--- src/rtl/instruction_fetch_stage_if.sv ---
// Handshake bundle between the fetch stage, instruction memory and the decode stage.
// master = fetch stage, slave = surrounding pipeline/memory environment.
interface instruction_fetch_stage_if;
  logic        hazardDetected;
  logic        branchTaken;
  logic [31:0] branchAddress;
  logic        memReady;
  logic [31:0] memData;
  logic        memReq;
  logic [31:0] memAddr;
  logic [31:0] instructionID;
  logic [31:0] pcID;
  logic        validID;

  modport master (
    input  hazardDetected, branchTaken, branchAddress, memReady, memData,
    output memReq, memAddr, instructionID, pcID, validID
  );

  modport slave (
    output hazardDetected, branchTaken, branchAddress, memReady, memData,
    input  memReq, memAddr, instructionID, pcID, validID
  );
endinterface

--- src/rtl/instruction_fetch_stage.sv ---
// Instruction fetch stage: PC register, memory request and the IF/ID pipeline register.
// Define IF_BUFFER_EN to add a one-entry buffer that keeps fetching across one stall cycle.
module instruction_fetch_stage #(
  parameter logic [31:0] RESET_PC = 32'h0000_0000
) (
  input logic                      clk,
  input logic                      rst,
  instruction_fetch_stage_if.master bus
);

  typedef enum logic {FETCH, BUFFERED} state_e;

  state_e      state_q, state_d;
  logic [31:0] pc_q, pc_d;
  logic [31:0] instr_q, instr_d;
  logic [31:0] pcId_q, pcId_d;
  logic        valid_q, valid_d;
  logic [31:0] pcPlus4;

`ifdef IF_BUFFER_EN
  logic [31:0] bufInstr_q, bufInstr_d;
  logic [31:0] bufPc_q, bufPc_d;
`endif

  assign pcPlus4 = pc_q + 32'd4;

  assign bus.memAddr       = pc_q;
  assign bus.instructionID = instr_q;
  assign bus.pcID          = pcId_q;
  assign bus.validID       = valid_q;
`ifdef IF_BUFFER_EN
  assign bus.memReq = (state_q == FETCH);
`else
  assign bus.memReq = !bus.hazardDetected;
`endif

  // Priority: branch flush, then stall, then accepting the memory response.
  always_comb begin
    state_d = state_q;
    pc_d    = pc_q;
    instr_d = instr_q;
    pcId_d  = pcId_q;
    valid_d = valid_q;
`ifdef IF_BUFFER_EN
    bufInstr_d = bufInstr_q;
    bufPc_d    = bufPc_q;
`endif
    if (bus.branchTaken) begin
      pc_d    = bus.branchAddress;
      instr_d = 32'd0;
      pcId_d  = 32'd0;
      valid_d = 1'b0;
      state_d = FETCH;
    end else if (state_q == BUFFERED) begin
`ifdef IF_BUFFER_EN
      if (!bus.hazardDetected) begin
        instr_d = bufInstr_q;
        pcId_d  = bufPc_q;
        valid_d = 1'b1;
        state_d = FETCH;
      end
`else
      state_d = FETCH;
`endif
    end else if (bus.hazardDetected) begin
`ifdef IF_BUFFER_EN
      // The word arriving during the stall is parked rather than refetched.
      if (bus.memReady) begin
        bufInstr_d = bus.memData;
        bufPc_d    = pcPlus4;
        pc_d       = pcPlus4;
        state_d    = BUFFERED;
      end
`endif
    end else if (bus.memReady) begin
      instr_d = bus.memData;
      pcId_d  = pcPlus4;
      valid_d = 1'b1;
      pc_d    = pcPlus4;
    end else begin
      valid_d = 1'b0;
    end
  end

  always_ff @(posedge clk or posedge rst) begin
    if (rst) begin
      state_q <= FETCH;
      pc_q    <= RESET_PC;
      instr_q <= 32'd0;
      pcId_q  <= 32'd0;
      valid_q <= 1'b0;
`ifdef IF_BUFFER_EN
      bufInstr_q <= 32'd0;
      bufPc_q    <= 32'd0;
`endif
    end else begin
      state_q <= state_d;
      pc_q    <= pc_d;
      instr_q <= instr_d;
      pcId_q  <= pcId_d;
      valid_q <= valid_d;
`ifdef IF_BUFFER_EN
      bufInstr_q <= bufInstr_d;
      bufPc_q    <= bufPc_d;
`endif
    end
  end

endmodule

--- src/flat_wrapper.sv ---
// flat-port wrapper written by rule: the top's interface ports become plain ports
module instruction_fetch_stage_flat 
#(
  parameter logic [31:0] RESET_PC = 32'h0000_0000
)
  (clk, rst, bus_hazardDetected, bus_branchTaken, bus_branchAddress, bus_memReady, bus_memData, bus_memReq, bus_memAddr, bus_instructionID, bus_pcID, bus_validID);
  instruction_fetch_stage_if bus_i ();
  input logic clk;
  input logic rst;
  input wire logic [$bits(bus_i.hazardDetected)-1:0] bus_hazardDetected;
  input wire logic [$bits(bus_i.branchTaken)-1:0] bus_branchTaken;
  input wire logic [$bits(bus_i.branchAddress)-1:0] bus_branchAddress;
  input wire logic [$bits(bus_i.memReady)-1:0] bus_memReady;
  input wire logic [$bits(bus_i.memData)-1:0] bus_memData;
  output wire logic [$bits(bus_i.memReq)-1:0] bus_memReq;
  output wire logic [$bits(bus_i.memAddr)-1:0] bus_memAddr;
  output wire logic [$bits(bus_i.instructionID)-1:0] bus_instructionID;
  output wire logic [$bits(bus_i.pcID)-1:0] bus_pcID;
  output wire logic [$bits(bus_i.validID)-1:0] bus_validID;
  assign bus_i.hazardDetected = bus_hazardDetected;
  assign bus_i.branchTaken = bus_branchTaken;
  assign bus_i.branchAddress = bus_branchAddress;
  assign bus_i.memReady = bus_memReady;
  assign bus_i.memData = bus_memData;
  assign bus_memReq = bus_i.memReq;
  assign bus_memAddr = bus_i.memAddr;
  assign bus_instructionID = bus_i.instructionID;
  assign bus_pcID = bus_i.pcID;
  assign bus_validID = bus_i.validID;
  instruction_fetch_stage #(.RESET_PC(RESET_PC)) u_core (.clk(clk), .rst(rst), .bus(bus_i));
endmodule
--- config.mk ---
export PLATFORM = sky130hd
export DESIGN_NAME = instruction_fetch_stage_flat
export DESIGN_NICKNAME = d
export VERILOG_FILES = /design/src/rtl/instruction_fetch_stage_if.sv /design/src/rtl/instruction_fetch_stage.sv /design/src/flat_wrapper.sv
export SDC_FILE = /design/constraint.sdc
export NUM_CORES = 1
export LEC_CHECK = 0
export CAP_MARGIN = 20
export CORE_MARGIN = 2
export CORE_UTILIZATION = 42
export DETAILED_ROUTE_END_ITERATION = 7
export MAX_ROUTING_LAYER = met4
export PLACE_DENSITY = 0.82
export SETUP_SLACK_MARGIN = 0.4
export SLEW_MARGIN = 0
export SYNTH_ARGS = -nofsm -noshare
export SYNTH_HDL_FRONTEND = slang
export SYNTH_SLANG_ARGS = --single-unit
--- constraint.sdc ---
create_clock -name clk -period 3.6 [get_ports clk]
set_clock_uncertainty 0.05 [all_clocks]
set_input_delay 0.9 -clock clk [delete_from_list [all_inputs] [get_ports clk]]
set_output_delay 0.9 -clock clk [all_outputs]
set_load 0.005 [all_outputs]
==> After elaboration in Yosys (flattened, before gate mapping) <==
Cells that the tools add are included.
{ "classes": {"add_sub_neg": 1, "eq_ne": 1, "n_mux": 10, "n_reduce_logical": 3} }
{ "ops": {"columns": ["op", "n"], "rows": [
  ["$mux 32", 7],
  ["$add 32x3->32 const B", 1],
  ["$mux 1", 3],
  ["$ne 2x1->1 const B", 1],
  ["$reduce_and 2->1", 1],
  ["$reduce_bool 2->1", 1],
  ["$logic_not 1->1", 1]
]} }
{ "totals": {"register_bits": 97, "inputBits": 69} }

==> Depth between registers and ports, before layout <==
Gate-level depths: netlist (run 1).
{ "depth": {"depth_word": 4, "depth_mapped": 7, "mapped_depth_nobuf": 5} }

==> Worst setup path after synthesis (run 1) <==
No wires, ideal clock.
{ "synth_path": {"kind": "in2reg", "start": "in bus_hazardDetected", "end": "reg u_core.pc_q[18] (netlist: u_core.bus.memAddr[18])", "setup_ps": 69, "arrival_ps": 2250, "t_required_ps": 3481, "slack_ps": 1231, "stages": 5, "cell_sequence": "nand2b_1 -> or4_4 -> buf_2 -> or4_1 -> nand3_1"} }
{ "synth_between": {"elab_chain_len": 2} }
{ "synth_rtl": {"columns": ["item", "line", "text"], "rows": [
  ["from (decl)", "flat_wrapper.sv:10", "input wire logic [$bits(bus_i.hazardDetected)-1:0] bus_hazardDetected;"],
  ["$ne 2x1->1 (no line)", null, null],
  ["$reduce_and 2->1 (no line)", null, null],
  ["to (signal assigned)", "instruction_fetch_stage.sv:98", "pc_q <= pc_d;"],
  ["to (decl)", "instruction_fetch_stage.sv:14", "logic [31:0] pc_q, pc_d;"]
]} }
Every way passes these cells.
A chain may end at the register's enable or synchronous reset.

==> Worst setup path after layout (run 1) <==
{ "layout_path": {"start": "in bus_hazardDetected", "end": "out bus_memReq"} }
{ "layout_between": {"elab_chain_len": 1} }
{ "layout_rtl": {"columns": ["item", "line", "text"], "rows": [
  ["$logic_not 1->1", "instruction_fetch_stage.sv:34", "assign bus.memReq = !bus.hazardDetected;"],
  ["to (decl)", "flat_wrapper.sv:15", "output wire logic [$bits(bus_i.memReq)-1:0] bus_memReq;"]
]} }
Every way passes these cells.

==> flow_summary.ini, run 1 <==
[layout]
nets = 748
instances_no_fill = 825
syn_to_final_growth_pct = 39.80
final_cell_area_sq_um = 6865
final_layout_size_suffix_gt1_share_pct = 5.425
diodes = 0

[timing]
fmax_mhz = 333.5
drv_slew = 0
period_share_pct = 83.30
finalHoldViolations = 0
slew_headroom_pct = 52.88
setup_viol = 0
holdWs_ns = 0.4733
worst_pin_slew_ns = 0.7067
layout_min_cycle_time_ns = 2.999
setup_tns_ns = 0
grt_setup_unrepaired = false

[pwr]
leakagePower_nw = 2.597
p_per_area_nw_per_um2 = 383.4
peakVddDrop_uv = 299.2
p_total_mw = 2.632

[run_status]
status = complete, no violations

[clock_network]
cts.sinks = 97
cts_inserted_buffers = 9
worstSkewPairLatency_ns = 0.35
cts_resized = 0
cts_buffer_depth = 2
clk_pin_slew_ns = 0.06
cts_tree = yes
root_buffer = clkbuf_16
h-tree-depth = 3
cts_hold_buf = 0
cts_setup_buffers = 0

[yosys]
async_reset_ff_share_pct = 100.0
synthCells = 539
avgSynthCellArea_sq_um = 9.111
synth_edf_count = 0
netlist-cell-type-count = 48
ys_ff_latch = 97
synth_nets = 609
synth_common_cells = 103 x nand2_1, 97 x dfrtp_1, 45 x a21oi_1
synth_area_leaders = dfrtp_1 49%, nand2_1 7.9%, a21oi_1 4.6%
synth_top_area_share_pct = 49.43
synth-seq-area-share_pct = 49.43
syn-cell-area_sq_um = 4911
yosys.area.top_type = dfrtp_1
post-synth-top-count-cell = nand2_1
ys_warn_count = 0
synth_top_flop_cell = dfrtp_1

[floorplan]
die_x_um = 112.1
num_io_pins = 167
dieArea_sq_um = 12570
die_h_um = 112.1
initial_utilization_pct = 43.01
core_area_sq_um = 11420
num_rows = 39

[detailed_routing]
dr.first_iter.drc_count = 287
vias = 4759
via_per_inst = 5.768
wl_mm = 14.36
drc = 0
drtAntennaViolNets = 0
firstDrtPassIters = 6
wl_per_cell_um = 17.40

[placed_design]
port_buffers = 166
hpwl_mm = 10.02
gp_congestion = 0.8523
post_dp_cell_area_sq_um = 6594
dp.cells = 810

[min_path]
hp-start = u_core.bus.instructionID[26]
hold_depth = 2
hold_end = u_core.bus.instructionID[26]
worstHoldPathType = flop to flop

[grt]
grt.met3_usage_pct = 5.454
grt_pass1_wl_mm = 23.72
use_met1_pct = 29.75
antenna_found_initial = 0
overflow = 0
grt_max_degree = 85
grt_pass1_vias = 4617
grt-busiest-layer = met2
use_met2_pct = 37.31
grt.total_usage_pct = 23.78

[worst_setup_path]
cp_slowest_cell = clkdlybuf4s50_1
cp_cell_sequence = clkdlybuf4s50_1 -> inv_1 -> clkdlybuf4s50_1
cp-end-kind = primary output
cp-start-kind = input pin
path_common_cell = clkdlybuf4s50_1
r2r_end = u_core.bus.pcID[24]
critPathTopFamily = buffers and inverters
crit_arrival_ns = 2.05
reg2reg_slack_ns = 0.92
reg2reg_from = u_core.bus.memAddr[2]
worstRegToRegCells = 5
max_stage_delay_ns = 0.53
worstPathMaxFanout = 5
critPathRequiredTime_ns = 2.65
critPathBufInv = 3
path_class = input pin to primary output

[flow_run]
max_cap_violations = 0
cell families after synthesis:
kind of cell	Yosys count	share of synthesized area, %
buffers and inverters	50	5.503
DFF	97	49.43
xor gates and xnor gates	27	4.815
AOI/OAI and AO/OA	140	16.51
and+or+nand+nor	222	23.03
muxes	2	0.4586
adders and majority gates	1	0.2547
layout make-up:
class,count,area (sq um)
fill,971,4553
sequential,97,2427
multi-input combinational,392,2223
timing repair buffer,175,1749
clock buffer,10,229.0
tap,143,178.9
clock inverter,5,42.54
inverter,3,15.01
report_power, final:
group	switching [mW]	internal, mW
Combinational	0.201	0.269
Clock	0.430	0.471
Sequential	0.0998	1.16
Total	0.730	1.90
metrics by stage:
| stage | worst slack [ns] | utilization [%] |
|---|---|---|
| floorplan | 1.231 | - |
| global placement | 0.5551 | 57.75 |
| detailed placement | 0.5138 | 57.75 |
| CTS | 0.5866 | 60.12 |
| global route | 0.5087 | 60.12 |
| finish | 0.6012 | 60.12 |
placed cells by master (no fill, tap or decap), types with 9 or more instances in the layout:
| master | n |
|---|---|
| clkdlybuf4s50_1 | 165 |
| nand2_1 | 103 |
| dfrtp_1 | 97 |
| a21oi_1 | 45 |
| o21ai_0 | 43 |
| nor2_1 | 23 |
| a31oi_1 | 22 |
| or4_1 | 18 |
| nand3_1 | 17 |
| xnor2_1 | 15 |
| o31ai_1 | 14 |
| nand4_1 | 13 |
| xor2_1 | 12 |
| clkbuf_16 | 9 |
how the worst max path moves through the flow:
stage | slack [ns] | endpoint | start | cells after the start
4_1_cts | 0.59 | bus_memReq | bus_hazardDetected | 3
5_1_grt | 0.51 | bus_memReq | bus_hazardDetected | 3
3_5_place_dp | 0.51 | u_core.bus.memAddr[24] | bus_hazardDetected | 5
6_report | 0.60 | bus_memReq | bus_hazardDetected | 3
3_3_place_gp | 0.56 | u_core.bus.memAddr[24] | bus_hazardDetected | 5
2_1_floorplan | 1.23 | u_core.bus.memAddr[18] | bus_hazardDetected | 5
state kept, by name (all words and copies together), names as in the netlist:
register and count:
u_core.bus.memAddr 32, u_core.bus.validID 1, u_core.bus.instructionID 32, u_core.bus.pcID 32
tightest hold or removal path, cell delays in order, from the launching register on:
cell	delay [ns]
dfrtp_1	0.37
nand2_1	0.06
a21oi_1	0.05
metal layers:
layer  routed length [um]  vias to the layer above
met2                 6848                      218
met1                 5821                     2271
li1                     -                     2227
met4                  499                        0
met5                    0                        -
met3                 1187                       43
Power figures use the tool's default switching activity.
==> run 2: changes to the inputs <==
- clock period: 3.6 -> 2.6 ns (I/O delays scaled with it)
==> run 2 against run 1 <==
Net effect:
- routed wire length grew 2.4%
- combinational power grew 49%
- worst setup slack got worse by 0.20 ns
- count of clock-buffer cells in the layout grew 4
- cell area grew 3.4%
- non-clock buffer count grew 22
- register-to-register slack got worse by 0.52 ns
- total power up 45%
- flip-flop and latch count is the same
- largest power group unchanged
==> flow_summary.ini, run 2 (synthesized netlist as in run 1, its figures left out) <==
[detailed_routing]
drtAntennaViolNets = 0
via_per_inst = 5.732
firstDrtPassIters = 5
vias = 4878
wl_mm = 14.71
dr.first_iter.drc_count = 380
drc = 0
wl_per_cell_um = 17.28

[worst_setup_path]
path_class = flop to flop
crit_arrival_ns = 2.42
critPathRequiredTime_ns = 2.82
r2r_end = u_core.bus.memAddr[28]
cp-end-kind = flop
worstPathMaxFanout = 7
worstRegToRegCells = 5
reg2reg_slack_ns = 0.40
cp-start-kind = flop
crit_path_start = u_core.bus.memAddr[8]
reg2reg_from = u_core.bus.memAddr[8]

[clock_network]
worstSkewPairLatency_ns = 0.34
cts.sinks = 97
cts_hold_buf = 0
h-tree-depth = 3
clk_pin_slew_ns = 0.06
cts_buffer_depth = 2
root_buffer = clkbuf_16
cts_tree = yes
cts_inserted_buffers = 9

[grt]
grt_pass1_vias = 4568
use_met2_pct = 37.11
grt_max_degree = 64
grt_pass1_wl_mm = 23.95
overflow = 0
grt.total_usage_pct = 24.02
use_met1_pct = 31.05
antenna_found_initial = 2
grt-busiest-layer = met2
grt.met3_usage_pct = 5.778

[timing]
grt_setup_unrepaired = true
setup_viol = 0
worst_pin_slew_ns = 0.7003
period_share_pct = 84.66
finalHoldViolations = 0
layout_min_cycle_time_ns = 2.201
slew_headroom_pct = 52.88
holdWs_ns = 0.4720
drv_slew = 0
setup_ws_ns = 0.3988
fmax_mhz = 454.3

[floorplan]
initial_utilization_pct = 43.01
num_io_pins = 167
die_h_um = 112.1
core_area_sq_um = 11420
num_rows = 39
die_x_um = 112.1
dieArea_sq_um = 12570

[pwr]
leakagePower_nw = 2.739
p_per_area_nw_per_um2 = 537.3
swShare_pct = 25.87
p_total_mw = 3.816
p_sw_mw = 0.9871
power_frac_comb_pct = 18.3
intPower_mw = 2.828
power_frac_clock_pct = 36.3
peakVddDrop_uv = 295.5
pwr-share-seq_pct = 45.4

[layout]
syn_to_final_growth_pct = 44.61
final_cell_area_sq_um = 7102
nets = 771
final_common_cell = clkdlybuf4s50_1
layout_common_cells = 162 x clkdlybuf4s50_1, 103 x nand2_1, 94 x dfrtp_1
final_layout_size_suffix_gt1_share_pct = 9.207

[placed_design]
gp_congestion = 0.9116
port_buffers = 166
hpwl_mm = 10.29
post_dp_cell_area_sq_um = 6721
dp_slack_ns = -0.01770

[min_path]
hold_depth = 2
worstHoldPathType = flop to flop
hp-start = u_core.bus.instructionID[13]
hold_end = u_core.bus.instructionID[13]

[flow_run]
max_cap_violations = 0

[run_status]
status = complete, no violations
-- run 2: cell types whose count changed in the layout (fill, tap and decap cells not counted), moves of 3 or more --
| cell | delta |
|---|---|
| buf_4 | +21 |
| clkbuf_8 | +3 |
| clkdlybuf4s50_1 | -3 |
| clkinv_4 | -3 |
| dfrtp_1 | -3 |
| dfrtp_2 | +3 |
-- run 2: final cells by class --
cell class	instances	area, sq um
inverters	3	15.01
repair buffers	197	1918
flip-flops and latches	97	2431
clock buffers	14	274.0
clock inverters	2	35.03
fillers	949	4317
multi-input cells	393	2245
diodes	2	5.005
well taps	143	178.9
-- run 2: worst max path at each step --
stage | end | depth (start not counted)
floorplan | u_core.bus.memAddr[18] | 7
global placement | u_core.bus.memAddr[26] | 5
finish | u_core.bus.memAddr[28] | 5
global route | u_core.bus.memAddr[30] | 5
detailed placement | u_core.bus.memAddr[24] | 5
CTS | u_core.bus.memAddr[24] | 5
-- run 2: power by group through the flow --
stage,registers [mW],clock network [mW],logic [mW]
final,1.73,1.38,0.697
after global routing,1.75,1.46,0.762
after CTS,1.73,1.41,0.695
after detailed placement,1.76,0,0.691
after global placement,1.75,0,0.674
after floorplan,1.73,0,0.297
-- run 2: worst max-delay path: stages, from the launching register on --
cell	delay, ns
dfrtp_1	0.48
nand3_1	0.32
buf_4	0.27
or4_1	0.52
or3_1	0.33
a31oi_1	0.16
-- run 2: metal layers --
metal  wire length, um  share of wire (%)
met5                 0                  0
met4               346                2.4
met3              1336                9.1
met2              7086                 48
met1              5938                 40
-- run 2: repair_timing --
item                       in CTS  in global routing
buffers inserted                1                  4
cloned                          0                  1
resized for setup               5                  5
setup endpoints to repair      10                 15
pin swaps                       2                  3
-- run 2: through the flow --
step                      TNS (ns)  instances  utilization [%]
after floorplan                  0        539                -
after detailed placement  -0.02339        827            58.86
after CTS                        0        844            61.70
final                            0        851            62.20
after global placement           0        827            58.86
after global routing             0        851            62.20
